File: src/rtl/grad_update.sv
// Squared-error backward pass: forms dL/dw_k = 2*(pred - target)*x_k and applies
// a shift-scaled SGD step to an internal weight file, one weight per cycle.
module grad_update #(
  parameter int N_IN     = 4,
  parameter int X_W      = 4,
  parameter int W_W      = 8,
  parameter int PRED_W   = 21,
  parameter int LR_SHIFT = 4
) (
  input  logic                   clk_i,
  input  logic                   rst_i,
  input  logic                   start_i,
  input  logic                   load_i,
  input  logic [3:0]             target_i,
  input  logic [PRED_W-1:0]      predicted_i,
  input  logic [N_IN*X_W-1:0]    x_i,
  input  logic [N_IN*W_W-1:0]    w_load_i,
  output logic [N_IN*W_W-1:0]    weights_o,
  output logic [PRED_W:0]        err_o,
  output logic                   busy_o,
  output logic                   done_o
);

  localparam int T_W = 4;
  localparam int IW  = (N_IN > 1) ? $clog2(N_IN) : 1;
  localparam int GW  = PRED_W + X_W + 2;
  localparam int DW  = ((GW > W_W) ? GW : W_W) + 1;

  localparam logic signed [DW-1:0] W_MAX = DW'((2 ** (W_W - 1)) - 1);
  localparam logic signed [DW-1:0] W_MIN = DW'(-(2 ** (W_W - 1)));

  typedef enum logic [1:0] {
    S_IDLE,
    S_ERR,
    S_UPD,
    S_DONE
  } state_t;

  state_t                   state;
  logic [IW-1:0]            idx;
  logic [T_W-1:0]           tgt_q;
  logic [PRED_W-1:0]        pred_q;
  logic [N_IN*X_W-1:0]      x_q;
  logic [N_IN*W_W-1:0]      w_q;
  logic [PRED_W:0]          err_q;
  logic                     done_q;

  logic [X_W-1:0]           x_sel;
  logic [W_W-1:0]           w_sel;
  logic signed [GW-1:0]     err_ext;
  logic signed [GW-1:0]     x_ext;
  logic signed [GW-1:0]     prod;
  logic signed [GW-1:0]     grad;
  logic signed [GW-1:0]     delta;
  logic signed [DW-1:0]     w_ext;
  logic signed [DW-1:0]     delta_ext;
  logic signed [DW-1:0]     diff;
  logic [W_W-1:0]           w_new;

  assign weights_o = w_q;
  assign err_o     = err_q;
  assign done_o    = done_q;
  assign busy_o    = (state != S_IDLE);

  // Datapath for the weight selected by idx; x is unsigned, so it is zero-extended
  // before the signed multiply to keep the product exact.
  // NOTE: every always_comb output gets a default first so no latch can be inferred.
  always_comb begin
    x_sel     = x_q[idx*X_W +: X_W];
    w_sel     = w_q[idx*W_W +: W_W];
    err_ext   = {{(GW-PRED_W-1){err_q[PRED_W]}}, err_q};
    x_ext     = {{(GW-X_W){1'b0}}, x_sel};
    prod      = err_ext * x_ext;
    grad      = prod <<< 1;
    delta     = grad >>> LR_SHIFT;
    w_ext     = {{(DW-W_W){w_sel[W_W-1]}}, w_sel};
    delta_ext = {{(DW-GW){delta[GW-1]}}, delta};
    diff      = w_ext - delta_ext;
    w_new     = diff[W_W-1:0];
    if (diff > W_MAX) begin
      w_new = W_MAX[W_W-1:0];
    end else if (diff < W_MIN) begin
      w_new = W_MIN[W_W-1:0];
    end
  end

  // NOTE: sequential state uses non-blocking assignments only, so every register
  // samples the pre-edge value of every other register.
  // NOTE: the weight file is small and must read as zero after reset, so it is
  // reset like any other register rather than left uninitialised.
  always_ff @(posedge clk_i or negedge rst_i) begin
    if (!rst_i) begin
      state  <= S_IDLE;
      idx    <= '0;
      tgt_q  <= '0;
      pred_q <= '0;
      x_q    <= '0;
      w_q    <= '0;
      err_q  <= '0;
      done_q <= 1'b0;
    end else begin
      done_q <= 1'b0;
      unique case (state)
        S_IDLE: begin
          if (load_i) begin
            w_q <= w_load_i;
          end else if (start_i) begin
            tgt_q  <= target_i;
            pred_q <= predicted_i;
            x_q    <= x_i;
            state  <= S_ERR;
          end
        end
        S_ERR: begin
          err_q <= {1'b0, pred_q} - {{(PRED_W+1-T_W){1'b0}}, tgt_q};
          idx   <= '0;
          state <= S_UPD;
        end
        S_UPD: begin
          w_q[idx*W_W +: W_W] <= w_new;
          if (idx == IW'(N_IN - 1)) begin
            idx    <= '0;
            done_q <= 1'b1;
            state  <= S_DONE;
          end else begin
            idx <= idx + IW'(1);
          end
        end
        S_DONE: begin
          state <= S_IDLE;
        end
        default: begin
          state <= S_IDLE;
        end
      endcase
    end
  end

endmodule

File: config.mk
export PLATFORM = sky130hd
export DESIGN_NAME = grad_update
export DESIGN_NICKNAME = d
export VERILOG_FILES = /design/src/rtl/grad_update.sv
export SDC_FILE = /design/constraint.sdc
export NUM_CORES = 1
export LEC_CHECK = 0
export ABC_AREA = 1
export CORE_MARGIN = 8
export CORE_UTILIZATION = 25
export DETAILED_ROUTE_END_ITERATION = 7
export PLACE_DENSITY = 0.47
export SLEW_MARGIN = 20
export SYNTH_ARGS = -nofsm -noshare
export SYNTH_HDL_FRONTEND = slang
export SYNTH_SLANG_ARGS = --single-unit
File: constraint.sdc
create_clock -name clk_i -period 9.9 [get_ports clk_i]
set_clock_uncertainty 0.15 [all_clocks]
set_input_delay 1.98 -clock clk_i [delete_from_list [all_inputs] [get_ports clk_i]]
set_output_delay 1.98 -clock clk_i [all_outputs]
set_load 0.01 [all_outputs]
==> results of run 1 <==
==> routing by layer <==
layer / GRT usage / part of all wire / vias to the layer above
met5: 0 / 0 / -
met4: 0.04798 / 0.027 / 0
met3: 0.02128 / 0.033 / 39
met2: 0.2223 / 0.48 / 144
met1: 0.1685 / 0.46 / 4123
li1: - / - / 4484
==> state kept, by name, summed over array words and instances (netlist names) <==
name / flops
weights_o: 32
pred_q: 21
tgt_q: 4
idx: 2
state: 2
x_q: 16
done_o: 1
err_o: 22
==> final timing paths <==
check	startpoint	to	slack [ns]
setup / recovery	idx[1]$_DFFE_PN0P_	weights_o[0]$_DFFE_PN0P_	2.14
hold / removal	x_q[15]$_DFFE_PN0P_	x_q[15]$_DFFE_PN0P_	0.36
setup reg to reg	idx[1]$_DFFE_PN0P_	weights_o[0]$_DFFE_PN0P_	2.14
hold reg to reg	x_q[15]$_DFFE_PN0P_	x_q[15]$_DFFE_PN0P_	0.36
max in group asynchronous	rst_i	err_o[10]$_DFFE_PN0N_	6.89
min in group asynchronous	rst_i	weights_o[15]$_DFFE_PN0P_	1.39
==> per-stage QoR <==
stage,worst slack (ns),cells
floorplan,3.536,1331
global placement,2.198,1954
detailed placement,2.161,1954
CTS,2.138,1970
global route,1.394,1970
finish,2.139,1970
==> cell families (layout without fill, tap and decap cells) <==
logic type	after synthesis	count (layout)	synth area share
compound gates	211	211	0.1224
fa+ha+maj	127	127	0.1990
simple gates	553	553	0.2404
flops	100	100	0.2575
xor+xnor	43	43	0.03953
buf+inv	264	385	0.1029
mux	33	33	0.03824
==> critical path, delay by kind of cell (launching register included) <==
| kind | cells | cell delay, ns |
|---|---|---|
| flops | 1 | 0.49 |
| simple gates | 14 | 1.51 |
| compound gates | 7 | 2.01 |
| fa+ha+maj | 5 | 2.10 |
| buf+inv | 6 | 0.99 |
| xor+xnor | 2 | 0.36 |
==> Yosys cell counts (33+ instances only) <==
master / count / share of area
nor2_1: 174 / 0.067
a21oi_1: 110 / 0.057
ha_1: 81 / 0.10
nand2_1: 262 / 0.10
fa_1: 46 / 0.095
nand3_1: 46 / 0.024
inv_1: 229 / 0.088
dfrtp_1: 100 / 0.26
o21ai_0: 52 / 0.027
mux2_2: 33 / 0.038
==> cell type report <==
| cell class | count | area [µm²] |
|---|---|---|
| inverters | 232 | 870.8 |
| clock buffers | 13 | 260.3 |
| multi-input cells | 967 | 6228 |
| repair buffers | 137 | 1356 |
| well taps | 518 | 648.1 |
| flip-flops and latches | 100 | 2502 |
| fillers | 4296 | 26650 |
| clock inverters | 3 | 45.04 |
==> metrics.csv, run 1 <==
stage;metric;value;unit
outcome;status;complete, no violations;
final_layout;Layout Area Growth over Synthesis;22.57;%
critical_path;Crit-path slowest cell;a32o_1;
final_layout;cell area after layout;11910;µm²
die;FP Rows;72;
sta;fin crit period;7.761;ns
sta;Slew HR;0.2998;
clocking;CTS resizes;0;
final_layout;ANT cells;0;
critical_path;Critical Path Max Stage Delay;0.90;ns
sta;WHS;0.3610;ns
detailed_routing;drt pass-1 iters;5;
sta;fin crit share;0.7840;
synthesis;YS warnings;0;
die;I/O pin count;133;
critical_path;Worst R2R Path Depth;34;
critical_path;crit-path most repeated cell;inv_1;
detailed_routing;vias;8790;
min_path;hold depth;1;
critical_path;arrival time worst endpoint;7.81;ns
global_route;initial antenna violation count;0;
final_layout;share of layout cells above drive strength 1;0.06198;
placed_design;IO Port Bufs;132;
sta;Max Fclk;128.8;MHz
global_route;Total GRT Usage;0.1319;
critical_path;Max FO, Critical Path;22;
critical_path;kind of critical path;reg2reg;
run;Max-cap violations;0;
global_route;vias in the first global route;9011;
sta;number of hold violations in the final report;0;
sta;Setup TNS;0;ns
clocking;clock sink count;100;
critical_path;Worst EP required;9.95;ns
synthesis;Avg Inst Size Synth;7.301;µm²
global_route;global-route wire length before repair;47960;µm
clocking;clock buffer depth;2;
synthesis;Netlist cell types;50;
sta;Slew Viols, Final;0;
placed_design;Final HPWL DP;24840;µm
clocking;CTS tree;built;
detailed_routing;Final ANT Viol Nets;0;
synthesis;Async S/R FF share, synth;1.000;
synthesis;ys flop type;dfrtp_1;
final_layout;commonest non-fill, non-tap cell in the layout;nand2_1;
die;die area;45440;µm²
clocking;CTS Buf Count;9;
synthesis;register area share after synthesis;0.2575;
synthesis;FF+latch count, synth;100;
final_layout;Post-layout nets;1651;
die;core footprint;38560;µm²
global_route;gr ovfl total;0;
clocking;Root Driver;clkbuf_16;
detailed_routing;DR vias/cell;4.462;
clocking;Clock transition at path regs;0.07;ns
detailed_routing;Wirelength per Cell;15.10;µm
sta;unrepaired setup endpoints after global routing;no;
clocking;Skew-Pair Late Insertion Delay;0.36;ns
clocking;setup bufs post-CTS;0;
detailed_routing;total wire length;29750;µm
critical_path;CP Launch Type;register;
die;die width;213.2;µm
critical_path;endpoint class of the critical path;register;
clocking;cts hold-fix bufs;0;
final_layout;most frequent cells in the layout;261 x nand2_1, 229 x inv_1, 174 x nor2_1;
synthesis;EDFF count, synth;0;
placed_design;Cell Area, Placed;11610;µm²
die;initial core utilization;0.2520;
synthesis;Post-Syn Area;9718;µm²
synthesis;Mapped Nets;1535;
sta;actual slew at the worst max-slew pin;1.047;ns
synthesis;Post-Synthesis Cells;1331;
sta;setup violators final;0;
min_path;Min-Delay Path Class;reg2reg;
final_layout;Post-Route Utilization;0.3089;
clocking;CTS H-tree lvls;3;
global_route;largest net degree at the start of global routing;73;
detailed_routing;DRC viols;0;
placed_design;placer congestion estimate;0.8568;
die;Die Span Y;213.2;µm
detailed_routing;detailed router's first-iteration violation count;453;
Power of run 1 is not shown: default switching activity piles up to over one toggle a cycle in this logic, so the estimate is an artifact.
==> inputs of run 2 (changes only) <==
--- a/config.mk
+++ b/config.mk
@@ -9,7 +9,7 @@
 export CORE_MARGIN = 8
 export CORE_UTILIZATION = 25
 export DETAILED_ROUTE_END_ITERATION = 7
-export PLACE_DENSITY = 0.47
+export PLACE_DENSITY = 0.48
 export SLEW_MARGIN = 20
 export SYNTH_ARGS = -nofsm -noshare
 export SYNTH_HDL_FRONTEND = slang
==> constraint.sdc (replaced) <==
create_clock -name clk_i -period 6.5 [get_ports clk_i]
set_clock_uncertainty 0.15 [all_clocks]
set_input_delay 1.3 -clock clk_i [delete_from_list [all_inputs] [get_ports clk_i]]
set_output_delay 1.3 -clock clk_i [all_outputs]
set_load 0.01 [all_outputs]
==> metrics.csv, run 2 (same netlist as run 1, synthesis figures left out) <==
stage;metric;value;unit
outcome;status;complete, no violations;
final_layout;commonest non-fill, non-tap cell in the layout;nand2_1;
final_layout;Post-layout nets;1730;
global_route;vias in the first global route;9152;
detailed_routing;Wirelength per Cell;15.01;µm
clocking;CTS tree;built;
critical_path;Worst Setup SP;idx[0]$_DFFE_PN0P_;
critical_path;delay-heaviest family, CP;adder cells;
clocking;Clock transition at path regs;0.07;ns
sta;number of hold violations in the final report;0;
sta;Slew HR;0.2788;
sta;Setup TNS;0;ns
placed_design;Cell Area, Placed;12060;µm²
detailed_routing;total wire length;30760;µm
clocking;clock buffer depth;2;
clocking;Skew-Pair Late Insertion Delay;0.36;ns
die;die width;213.2;µm
critical_path;CP Launch Type;register;
clocking;CTS Buf Count;9;
die;FP Rows;72;
clocking;Root Driver;clkbuf_16;
min_path;Min-Delay Path Class;reg2reg;
final_layout;share of layout cells above drive strength 1;0.2098;
final_layout;Post-Route Utilization;0.3488;
sta;Slew Viols, Final;0;
critical_path;Critical Path Max Stage Delay;0.53;ns
sta;actual slew at the worst max-slew pin;1.073;ns
final_layout;Seq. cell area;2504;µm²
final_layout;Layout Area Growth over Synthesis;38.39;%
final_layout;max FFs per register;32;
detailed_routing;drt pass-1 iters;5;
die;die area;45440;µm²
detailed_routing;vias;9174;
critical_path;kind of critical path;reg2reg;
critical_path;Max FO, Critical Path;9;
final_layout;cell area after layout;13450;µm²
critical_path;crit-path most repeated cell;nand2_2;
placed_design;Final HPWL DP;25060;µm
detailed_routing;DR vias/cell;4.477;
critical_path;Critical R2R Launch;idx[0]$_DFFE_PN0P_;
sta;fin crit period;6.220;ns
sta;Max Fclk;160.8;MHz
sta;setup violators final;0;
critical_path;Worst Setup EP;weights_o[21]$_DFFE_PN0P_;
final_layout;Fillers;4132;
die;core footprint;38560;µm²
die;initial core utilization;0.2520;
clocking;CTS H-tree lvls;3;
critical_path;Worst path depth;38;
final_layout;area of the multi-input gates;7126;µm²
die;Die Span Y;213.2;µm
critical_path;Worst R2R Path Depth;38;
die;I/O pin count;133;
critical_path;endpoint class of the critical path;register;
global_route;largest net degree at the start of global routing;65;
global_route;Total GRT Usage;0.1332;
sta;unrepaired setup endpoints after global routing;yes;
global_route;gr ovfl total;0;
global_route;initial antenna violation count;1;
placed_design;IO Port Bufs;132;
detailed_routing;DRC viols;0;
global_route;global-route wire length before repair;48290;µm
clocking;clock sink count;100;
critical_path;Worst EP required;6.63;ns
final_layout;most frequent cells in the layout;230 x nand2_1, 221 x inv_1, 151 x nor2_1;
critical_path;Critical path buffers and inverters;7;
placed_design;placer congestion estimate;0.8580;
critical_path;Crit-path slowest cell;fa_1;
critical_path;worst reg-to-reg setup slack;0.28;ns
run;Max-cap violations;0;
detailed_routing;Final ANT Viol Nets;0;
critical_path;FF-to-FF End;weights_o[21]$_DFFE_PN0P_;
detailed_routing;detailed router's first-iteration violation count;326;
critical_path;arrival time worst endpoint;6.35;ns
sta;fin crit share;0.9569;
## run 2: layer usage
metal  track usage  wire length, µm
met1        0.1710            13930
met2        0.2334            15530
met5             0                0
met4       0.03569              539
met3       0.01644              758
## run 2: how the worst min path moves through the flow
stage | start | endpoint | depth (start not counted)
after floorplan | state[1]$_DFFE_PN0P_ | state[1]$_DFFE_PN0P_ | 2
after global placement | x_q[1]$_DFFE_PN0P_ | x_q[1]$_DFFE_PN0P_ | 1
after detailed placement | x_q[1]$_DFFE_PN0P_ | x_q[1]$_DFFE_PN0P_ | 1
after CTS | x_q[1]$_DFFE_PN0P_ | x_q[1]$_DFFE_PN0P_ | 1
after global routing | tgt_q[0]$_DFFE_PN0P_ | tgt_q[0]$_DFFE_PN0P_ | 1
final | x_q[1]$_DFFE_PN0P_ | x_q[1]$_DFFE_PN0P_ | 1
## run 2: final cells by class
type,instances,share of cell area
multi-input combinational,967,0.5298
inverter,232,0.06494
clock inverter,3,0.003535
timing repair buffer,216,0.1489
sequential,100,0.1862
antenna,1,0.0001861
tap,518,0.04819
clock buffer,12,0.01833
## run 2: timing repair
action,CTS,global route
hold buffers,0,0
gates resized for setup,16,201
setup buffers,4,14
endpoints found under the setup margin,30,32
pin swaps,9,96
## run 2: per-stage QoR
stage               cells  hold slack [ns]  setup WS (ns)
floorplan            1331           0.3282         0.1357
global placement     2015           0.3416        -0.1977
detailed placement   2015           0.3486        -0.1895
CTS                  2034           0.3644       0.009253
global route         2049           0.3875       -0.09976
finish               2049           0.3682         0.2800
Power of run 2 is left out for the same reason.
